`src/rtl/register_file_sb.sv`:
```
// register_file_sb
//   16 x 16-bit register file (R0 hard-wired to zero) with a scoreboard of
//   pending writes. An issued instruction marks its destination busy, and a
//   writeback clears that mark. Reads and busy lookups are combinational.
//   With BYPASS_EN=1, a writeback in the current cycle is forwarded to the
//   read data, and the matching busy flag is masked in the same cycle.
//
// Ports
//   clk        : clock; all state changes on its rising edge
//   rst        : synchronous active-high reset
//   SrcReg1/2  : read port register IDs
//   DstReg     : writeback register ID
//   WriteReg   : writeback enable
//   DstData    : writeback data
//   IssueReg   : destination ID of the instruction issuing this cycle
//   IssueValid : issue strobe; marks IssueReg pending
//   SrcData1/2 : read data
//   Busy1/2    : source register has a pending write
//   PendingCnt : number of pending registers (registered)
module register_file_sb #(
  parameter bit BYPASS_EN = 1'b1
) (
  input  logic        clk,
  input  logic        rst,
  input  logic [3:0]  SrcReg1,
  input  logic [3:0]  SrcReg2,
  input  logic [3:0]  DstReg,
  input  logic        WriteReg,
  input  logic [15:0] DstData,
  input  logic [3:0]  IssueReg,
  input  logic        IssueValid,
  output logic [15:0] SrcData1,
  output logic [15:0] SrcData2,
  output logic        Busy1,
  output logic        Busy2,
  output logic [4:0]  PendingCnt
);

  logic [15:0] r_regs [16];
  logic [15:0] r_busy;
  logic [4:0]  r_pend;

  logic [15:0] w_wl;
  logic [15:0] w_set;
  logic [15:0] w_busy_nxt;
  logic [4:0]  w_cnt;
  logic        w_hit1;
  logic        w_hit2;

  // One-hot write wordline; also serves as the busy-clear mask.
  assign w_wl  = WriteReg ? (16'd1 << DstReg) : '0;
  assign w_set = (IssueValid && (IssueReg != 4'd0)) ? (16'd1 << IssueReg) : '0;

  // Clear first, then set, so a same-cycle issue to the writeback target
  // keeps the register busy for the newer producer. Bit 0 is forced low.
  assign w_busy_nxt = ((r_busy & ~w_wl) | w_set) & 16'hFFFE;

  always_comb begin
    w_cnt = '0;
    for (int unsigned i = 0; i < 16; i++) begin
      w_cnt = w_cnt + 5'(w_busy_nxt[i]);
    end
  end

  always_ff @(posedge clk) begin
    if (rst) begin
      for (int unsigned i = 0; i < 16; i++) begin
        r_regs[i] <= '0;
      end
      r_busy <= '0;
      r_pend <= '0;
    end else begin
      for (int unsigned i = 1; i < 16; i++) begin
        if (w_wl[i]) begin
          r_regs[i] <= DstData;
        end
      end
      r_busy <= w_busy_nxt;
      r_pend <= w_cnt;
    end
  end

  assign w_hit1 = BYPASS_EN && WriteReg && (DstReg == SrcReg1);
  assign w_hit2 = BYPASS_EN && WriteReg && (DstReg == SrcReg2);

  always_comb begin
    SrcData1 = '0;
    SrcData2 = '0;
    if (SrcReg1 != 4'd0) begin
      SrcData1 = w_hit1 ? DstData : r_regs[SrcReg1];
    end
    if (SrcReg2 != 4'd0) begin
      SrcData2 = w_hit2 ? DstData : r_regs[SrcReg2];
    end
  end

  assign Busy1      = r_busy[SrcReg1] & ~w_hit1;
  assign Busy2      = r_busy[SrcReg2] & ~w_hit2;
  assign PendingCnt = r_pend;

endmodule

```
`config.mk`:
```
export PLATFORM = sky130hd
export DESIGN_NAME = register_file_sb
export DESIGN_NICKNAME = d
export VERILOG_FILES = /design/src/rtl/register_file_sb.sv
export SDC_FILE = /design/constraint.sdc
export NUM_CORES = 1
export LEC_CHECK = 0
export CELL_PAD_IN_SITES_DETAIL_PLACEMENT = 2
export CELL_PAD_IN_SITES_GLOBAL_PLACEMENT = 2
export CORE_MARGIN = 2
export CORE_UTILIZATION = 40
export DETAILED_ROUTE_END_ITERATION = 12
export PLACE_DENSITY = 0.81
export SKIP_LAST_GASP = 1
export SLEW_MARGIN = 10
export SYNTH_ARGS = -nofsm -noshare
export SYNTH_HDL_FRONTEND = slang
export SYNTH_SLANG_ARGS = --single-unit
```
`constraint.sdc`:
```
create_clock -name clk -period 5.3 [get_ports clk]
set_input_delay 0.53 -clock clk [delete_from_list [all_inputs] [get_ports clk]]
set_output_delay 0.53 -clock clk [all_outputs]
set_load 0.005 [all_outputs]
```
==> results of run 1 <==
-- routing by layer --
metal / wire, um / vias up / share of wire (%)
met5: 0 / - / 0
met4: 1730 / 0 / 3.5
met3: 3260 / 113 / 6.7
met2: 24700 / 470 / 50
met1: 19300 / 5191 / 39
li1: - / 4053 / -
-- kinds of logic (layout without fill, tap and decap cells) --
group / Yosys count / count (layout) / share of synthesized area, %
AOI/OAI and AO/OA: 132 / 132 / 6.93
xor gates and xnor gates: 9 / 9 / 0.566
adders and majority gates: 12 / 12 / 1.62
buffers and inverters: 123 / 198 / 4.46
DFF: 259 / 259 / 54.5
muxes: 185 / 185 / 22.1
other: 1 / 1 / 0.0269
and+or+nand+nor: 313 / 313 / 9.86
-- worst min-delay path: stages, from the launching register on --
cell     delay [ps]
dfxtp_1         400
a32oi_1         120
nor2_1          100
-- cell type report --
cell class / count / area, um^2 / area share, %
Inverter: 29 / 109 / 0.678
Multi-Input combinational cell: 652 / 5730 / 35.6
Tap cell: 455 / 569 / 3.54
Sequential cell: 259 / 7590 / 47.2
Clock buffer: 36 / 795 / 4.95
Clock inverter: 20 / 260 / 1.62
Timing Repair Buffer: 113 / 1020 / 6.33
-- power by group through the flow --
stage / Combinational, mW / Sequential (mW) / Clock [mW]
global placement: 0.779 / 2.49 / 0
global route: 0.866 / 2.48 / 2.32
finish: 0.815 / 2.47 / 2.22
detailed placement: 0.806 / 2.51 / 0
floorplan: 0.485 / 2.46 / 0
CTS: 0.816 / 2.47 / 2.24
-- final timing paths --
check | startpoint | endpoint | slack, ps
worst max-delay path | WriteReg | PendingCnt[2] | 500
worst min register to register | r_busy[15] | r_busy[15] | 650
worst min-delay path | r_busy[15] | r_busy[15] | 650
worst max register to register | r_busy[6] | PendingCnt[2] | 1320
-- synth_stat cells (all sizes together) (2+ instances only) --
library cell / n
o21ai: 16
nor4: 2
fa: 10
nand2b: 33
buf: 46
mux2i: 49
a21oi: 19
clkbuf: 48
inv: 28
edfxtp: 240
a32oi: 3
a31oi: 4
a22oi: 25
mux2: 48
nor2b: 8
o22ai: 15
nand4: 2
a32o: 16
xor2: 7
dfxtp: 19
ha: 2
nor2: 199
nor3b: 3
nor3: 18
xnor2: 2
nand3: 9
and3: 2
o2bb2ai: 15
a221oi: 16
a22o: 2
mux4: 88
nand2: 34
-- layout by cell type (no fill, tap or decap), types with 25 or more instances in the layout --
cell type and n:
nand2_1 34, edfxtp_1 240, mux2i_1 49, mux4_2 72
nor2_1 197, nand2b_1 33, inv_1 28, buf_4 40
clkdlybuf4s50_1 64, mux2_2 48, clkbuf_16 31, a22oi_1 25
-- registers in the layout, indices dropped and copies added, names as in the netlist --
signal / cells
PendingCnt: 4
r_busy: 15
r_regs: 240
-- per-stage QoR --
step                area (um^2)  setup slack [ps]  hold WS, ps
finish                    16100               500          650
global route              16100               319          660
CTS                       16100               578          618
detailed placement        15000              16.0          609
global placement          15000               150          618
floorplan                 13900               633          500
==> results.yml, run 1 <==
setup_path:
  crit_path_start_kind: "input port"
  worst_path_largest_cell_delay_ps: 520
  cp_common_cell: "fa_1"
  required_ps: 5710
  critPathSlowestCell: "fa_1"
  cp_top_family: "adder cells"
  rr_worst_depth: 11
  endpoint_kind: "register"
  critPathKind: "in2reg"
  path_max_fanout: 3
  cp_cell_sequence: "clkdlybuf4s50_1 -> nor3b_1 -> nand3_1 -> a22oi_1 -> fa_1 -> fa_1 -> fa_1 -> inv_1 -> fa_1 -> inv_1 -> fa_1 -> fa_1 -> xor2_1 -> nor2_1"
  cp.depth: 14
  cp_data_arrival_time_ps: 5210
  worst-path-buf-inv: 3
global_routing:
  grt_use_met3_pct: 4.20
  overflow: 0
  met1_usage_pct: 35.1
  track_usage_pct: 27.5
  met2_usage_pct: 47.4
  grt_pass1_wl_um: 73100
  grt_pass1_vias: 10900
  grt_start_max_net_pins: 59
  antenna_found_initial: 0
  grt-busiest-layer: "met2"
cells_and_area:
  nets: 1133
  drive_above_1_share_pct: 20.1
  finish.utilization_pct: 46.7
  fill_cells: 3309
  n_antenna_cell: 0
  stdcell_count: 1564
  area_growth_pct: 15.3
worst_hold_path:
  hold_depth: 2
  hp-class: "reg2reg"
yosys:
  post-synth-top-area-fraction_pct: 51.7
  synth_ff_type: "edfxtp_1"
  syn-cell-area_um2: 13900
  synth_warnings: 0
  synth_edf_count: 240
  syn_nets: 1082
  yosys_register_bits: 259
  synthArstFlopShare_pct: 0
  synth_cells: 1034
  ys_top_cells_by_area: "edfxtp_1, mux4_2, nor2_1, mux2_2, mux2i_1"
  synth_cell_types: 45
  yosysSeqAreaShare_pct: 54.5
  synth_top_area_cell: "edfxtp_1"
  avgSynthCellArea_um2: 13.5
floorplan:
  start_util_pct: 40.5
  die_width_um: 191
  ioPinCount: 75
  die_height_um: 191
  fp.dieArea_um2: 36300
  core_area_um2: 34400
  num_rows: 68
clock_tree:
  cts.sinks: 259
  cts_hold_buf: 0
  clk_pin_slew_ps: 70
  clk_path_buf_depth: 3
  clk_latency_ps: 560
  cts.repair.resized: 0
  cts_inserted_buffers: 30
  clockRootBuffer: "clkbuf_16"
  postCtsSetupRepairBufs: 0
  htreeDepth: 1
  cts_tree: "built"
timing:
  timing.setup.tns_ps: 0
  setup_violations: 0
  fin_crit_sh_pct: 90.6
  rsz0062_at_grt: "no"
  worst_pin_slew_ps: 1330
  min_period_ps: 4800
  clock.fmax_ghz: 0.208
  hold_viol: 0
  relSlewSlack_pct: 11.0
  final_max_slew_viol_count: 0
  fin_skew_ps: 8.13
route:
  dr.pass1.iters: 5
  drc: 0
  via_per_inst: 6.28
  dr_total_vias: 9827
  wirelength_um: 48900
  wl_per_cell_um: 31.3
  drt_iter0_markers: 907
  ant_nets: 0
pwr:
  power_mw: 5.51
  power.density_nw_per_um2: 343
  combinationalPowerShare_pct: 14.8
  net-switching-power_mw: 1.40
  power.leakage_nw: 5.55
  clock_power_share_pct: 40.4
  max-vdd-ir-drop_mv: 0.252
  seqPwrFrac_pct: 44.8
  p_int_mw: 4.11
  swShare_pct: 25.3
place:
  numPortBuffers: 73
  place_hpwl_um: 31900
  dp_cells: 1508
  finalWeightedCongestion: 0.857
status:
  outcome: "finished, final reports clean"
flow_run:
  drv_cap: 0
No activity file was read; power rests on OpenSTA's default activity.
==> inputs of run 2 (changes only) <==
--- a/config.mk
+++ b/config.mk
@@ -8,9 +8,10 @@
 export CELL_PAD_IN_SITES_DETAIL_PLACEMENT = 2
 export CELL_PAD_IN_SITES_GLOBAL_PLACEMENT = 2
 export CORE_MARGIN = 2
-export CORE_UTILIZATION = 40
+export CORE_UTILIZATION = 43
 export DETAILED_ROUTE_END_ITERATION = 12
-export PLACE_DENSITY = 0.81
+export MAX_ROUTING_LAYER = met4
+export PLACE_DENSITY = 0.86
 export SKIP_LAST_GASP = 1
 export SLEW_MARGIN = 10
 export SYNTH_ARGS = -nofsm -noshare
==> run 2 against run 1 <==
Against the previous run: die area fell by 6.8%; largest power group unchanged; core utilization increased by 3.5 points; largest cell class unchanged; first-iteration DRC count grew 29%; register-to-register slack hardly changed; critical path type unchanged; worst hold slack got worse by 2.5 ps.
==> results.yml, run 2 (synthesized netlist as in run 1, its figures left out) <==
cells_and_area:
  drive_above_1_share_pct: 19.3
  area_growth_pct: 14.3
  final_common_cell: "edfxtp_1"
  stdcell_count: 1508
  design_area_um2: 15900
  fill_cells: 2993
  nets: 1131
  finish.utilization_pct: 50.2
  seqCellArea_um2: 7590
  final_cell_mix: "edfxtp_1, nor2_1, mux4_2, clkdlybuf4s50_1, mux2i_1"
  n_antenna_cell: 0
  top_register: "r_regs"
  multiInputGateArea_um2: 5730
  largest_reg_flops: 240
route:
  dr_total_vias: 9967
  wirelength_um: 49700
  ant_nets: 0
  drt_iter0_markers: 1172
  wl_per_cell_um: 33.0
  via_per_inst: 6.61
  drc: 0
  dr.pass1.iters: 5
clock_tree:
  cts_tree: "built"
  htreeDepth: 1
  clk_path_buf_depth: 3
  clockRootBuffer: "clkbuf_16"
  cts_hold_buf: 0
  cts.sinks: 259
  postCtsSetupRepairBufs: 0
  clk_pin_slew_ps: 60
  clk_latency_ps: 560
  cts_inserted_buffers: 30
  cts.repair.resized: 0
setup_path:
  required_ps: 5700
  path_max_fanout: 4
  critPathKind: "in2reg"
  cp_data_arrival_time_ps: 5070
  endpoint_kind: "register"
  cp_common_cell: "fa_1"
  cp_cell_sequence: "clkdlybuf4s50_1 -> nor3b_1 -> nand3_1 -> a22oi_1 -> fa_1 -> fa_1 -> fa_1 -> inv_1 -> fa_1 -> inv_1 -> fa_1 -> fa_1 -> xor2_1 -> nor2_1"
  crit_path_start_kind: "input port"
  critPathSlowestCell: "fa_1"
  worst_path_largest_cell_delay_ps: 510
pwr:
  power.density_nw_per_um2: 342
  power.leakage_nw: 5.52
  power_mw: 5.45
  max-vdd-ir-drop_mv: 0.247
place:
  finalWeightedCongestion: 0.938
  place_hpwl_um: 32500
  dp_cells: 1453
  placed_cell_area_um2: 14900
  numPortBuffers: 73
  place_ws_ps: 28.1
timing:
  relSlewSlack_pct: 13.6
  final_max_slew_viol_count: 0
  rsz0062_at_grt: "no"
  fin_crit_sh_pct: 88.1
  timing.setup.tns_ps: 0
  clock.fmax_ghz: 0.214
  setup_violations: 0
  hold_viol: 0
  worst_pin_slew_ps: 1300
  fin_skew_ps: 7.27
  min_period_ps: 4670
  post-route-worst-setup-slack_ps: 632
  fin_hold_ws_ps: 648
floorplan:
  ioPinCount: 75
  die_height_um: 184
  fp.dieArea_um2: 33800
  die_width_um: 184
  core_area_um2: 31700
  num_rows: 65
  start_util_pct: 43.9
global_routing:
  antenna_found_initial: 0
  track_usage_pct: 30.8
  grt_pass1_wl_um: 73100
  grt_pass1_vias: 10900
  grt_start_max_net_pins: 38
  overflow: 0
status:
  outcome: "finished, final reports clean"
worst_hold_path:
  hp-class: "reg2reg"
flow_run:
  drv_cap: 0
run 2: cell count changes in the layout (fill, tap and decap cells not counted), sizes merged:
cell,previous run,this run
bufinv,6,5
buf,49,44
clkdlybuf4s50,64,67
clkbuf,36,33
clkinv,11,18
clkinvlp,4,0
run 2: routing by layer:
layer	wire length (um)	share of wire (%)	track usage (%)
met1	18700	38	36.8
met4	2070	4.2	12.0
met2	25400	51	52.6
met3	3600	7.2	4.68
met5	0	0	-
run 2: power by group:
part           leakage [nW]  total (mW)  switching, mW  internal, mW
clock                 0.496        2.15          0.859          1.30
sequential             2.46        2.47         0.0870          2.39
combinational          2.56       0.818          0.454         0.365
total                  5.52        5.45           1.40          4.05
run 2: cell type report:
type                    count  share of cell area (%)
multi-input cells         652                    36.0
inverters                  29                   0.684
flip-flops and latches    259                    47.6
well taps                 402                    3.16
clock inverters            22                    1.41
clock buffers              33                    4.92
repair buffers            111                    6.22
run 2: worst paths after layout:
kind	to	depth (start not counted)	startpoint	slack [ps]
max reg2reg	PendingCnt[2]	11	r_busy[8]	1330
max	PendingCnt[2]	14	DstReg[0]	630
min reg2reg	r_busy[13]	2	r_busy[13]	650
min	r_busy[13]	2	r_busy[13]	650
run 2: critical path: cells and delay by family:
kind	cells	cell delay [ps]
fa+ha+maj	6	2860
simple gates	3	690
buf+inv	3	560
compound gates	1	250
xor+xnor	1	160
==> inputs of run 3 (changes only) <==
--- a/config.mk
+++ b/config.mk
@@ -5,6 +5,7 @@
 export SDC_FILE = /design/constraint.sdc
 export NUM_CORES = 1
 export LEC_CHECK = 0
+export CAP_MARGIN = 20
 export CELL_PAD_IN_SITES_DETAIL_PLACEMENT = 2
 export CELL_PAD_IN_SITES_GLOBAL_PLACEMENT = 2
 export CORE_MARGIN = 2
==> run 3 against run 2 <==
Against the previous run: worst hold slack gained 19 ps; maximum frequency shrank 2.2%; sequential share of layout area rose by 0.20 points; power shrank 4.5%; clock skew up 0.91 ps; final cell count up 0.27%; critical endpoint unchanged; global-route usage is 0.31 points higher; critical path type unchanged.
==> results.yml, run 3 (synthesized netlist as in run 1, its figures left out) <==
worst_hold_path:
  hp-class: "reg2reg"
  worstHoldStart: "r_busy[13]"
route:
  wl_per_cell_um: 33.4
  dr_total_vias: 10100
  dr.pass1.iters: 5
  wirelength_um: 50500
  via_per_inst: 6.65
  ant_nets: 0
  drt_iter0_markers: 995
  drc: 0
pwr:
  power.density_nw_per_um2: 328
  p_int_mw: 3.80
  net-switching-power_mw: 1.40
  swShare_pct: 26.9
  power.leakage_nw: 5.49
  seqPwrFrac_pct: 47.6
  combinationalPowerShare_pct: 15.9
  clock_power_share_pct: 36.4
  max-vdd-ir-drop_mv: 0.209
floorplan:
  core_area_um2: 31700
  start_util_pct: 43.9
  fp.dieArea_um2: 33800
  die_height_um: 184
  die_width_um: 184
  ioPinCount: 75
  num_rows: 65
cells_and_area:
  stdcell_count: 1512
  top_register: "r_regs"
  final_common_cell: "edfxtp_1"
  area_growth_pct: 13.9
  drive_above_1_share_pct: 19.4
  nets: 1135
  final_cell_mix: "edfxtp_1, nor2_1, mux4_2, clkdlybuf4s50_1, mux2i_1"
  n_antenna_cell: 0
  largest_reg_flops: 240
timing:
  final_max_slew_viol_count: 0
  setup_violations: 0
  min_period_ps: 4770
  clock.fmax_ghz: 0.209
  fin_skew_ps: 8.18
  worst_pin_slew_ps: 1100
  fin_crit_sh_pct: 90.1
  post-route-worst-setup-slack_ps: 527
  rsz0062_at_grt: "no"
  relSlewSlack_pct: 26.8
  hold_viol: 0
clock_tree:
  clk_path_buf_depth: 3
  cts_inserted_buffers: 29
  cts.sinks: 259
  clk_pin_slew_ps: 60
  htreeDepth: 1
  cts.repair.resized: 0
  cts_tree: "built"
  clockRootBuffer: "clkbuf_16"
  cts_hold_buf: 0
  clk_latency_ps: 560
  postCtsSetupRepairBufs: 0
place:
  finalWeightedCongestion: 0.938
  place_ws_ps: -12.6
  numPortBuffers: 73
  dp_cells: 1454
  place_hpwl_um: 32800
global_routing:
  grt_pass1_vias: 10900
  grt_start_max_net_pins: 38
  grt_pass1_wl_um: 74300
  antenna_found_initial: 0
  overflow: 0
  track_usage_pct: 31.1
setup_path:
  cp_data_arrival_time_ps: 5180
  path_max_fanout: 4
  r2r_start: "r_busy[6]"
  crit_start: "DstReg[0]"
  endpoint_kind: "register"
  crit_path_start_kind: "input port"
  required_ps: 5700
  critPathKind: "in2reg"
status:
  outcome: "finished, final reports clean"
flow_run:
  drv_cap: 0
==> run 3: cell types whose count changed in the layout (fill, tap and decap cells not counted), sizes merged <==
| cell | delta |
|---|---|
| buf | +5 |
| bufinv | -4 |
| clkbuf | +1 |
| clkinv | +1 |
| inv | +1 |
==> run 3: cell type report <==
| cell class | count | area, um^2 |
|---|---|---|
| Clock buffer | 34 | 744 |
| Clock inverter | 20 | 116 |
| Fill cell | 3026 | 15900 |
| Inverter | 29 | 109 |
| Multi-Input combinational cell | 652 | 5730 |
| Sequential cell | 259 | 7590 |
| Tap cell | 402 | 503 |
| Timing Repair Buffer | 116 | 1070 |
==> run 3: routing by layer <==
| layer | global-route usage (%) | up-vias | wire length (um) |
|---|---|---|---|
| li1 | - | 4066 | - |
| met1 | 37.4 | 5329 | 19200 |
| met2 | 54.3 | 540 | 26100 |
| met3 | 4.08 | 124 | 3450 |
| met4 | 10.0 | 0 | 1790 |
| met5 | - | - | 0 |
==> run 3: metrics by stage <==
| stage | util [%] | TNS (ps) | instance area [um^2] | hold WS (ps) | power, mW |
|---|---|---|---|---|---|
| 2_1_floorplan | - | 0 | 13900 | 500 | 2.95 |
| 3_3_place_gp | 47.0 | 0 | 14900 | 590 | 3.25 |
| 3_5_place_dp | 47.1 | -12.6 | 14900 | 612 | 3.32 |
| 4_1_cts | 49.8 | 0 | 15800 | 649 | 5.20 |
| 5_1_grt | 50.0 | 0 | 15900 | 680 | 5.34 |
| 6_report | 50.0 | 0 | 15900 | 667 | 5.20 |
==> run 3: worst paths after layout <==
check	to	slack [ps]	cells after the start
worst max-delay path	PendingCnt[2]	530	14
worst min-delay path	r_busy[13]	670	2
worst max register to register	PendingCnt[2]	1300	11
worst min register to register	r_busy[13]	670	2
==> run 3: power groups by stage <==
stage	clock network, mW	logic (mW)	registers, mW
after global placement	0	0.767	2.48
after CTS	1.91	0.820	2.47
after global routing	1.98	0.871	2.49
after floorplan	0	0.485	2.46
after detailed placement	0	0.807	2.51
final	1.89	0.829	2.48
==> run 3: critical path, stage by stage <==
cell and delay, ps:
clkdlybuf4s50_1 470, nor3b_1 480, nand3_1 190, a22oi_1 300
fa_1 520, fa_1 510, fa_1 500, inv_1 50
fa_1 500, inv_1 50, fa_1 410, fa_1 460
xor2_1 170, nor2_1 50
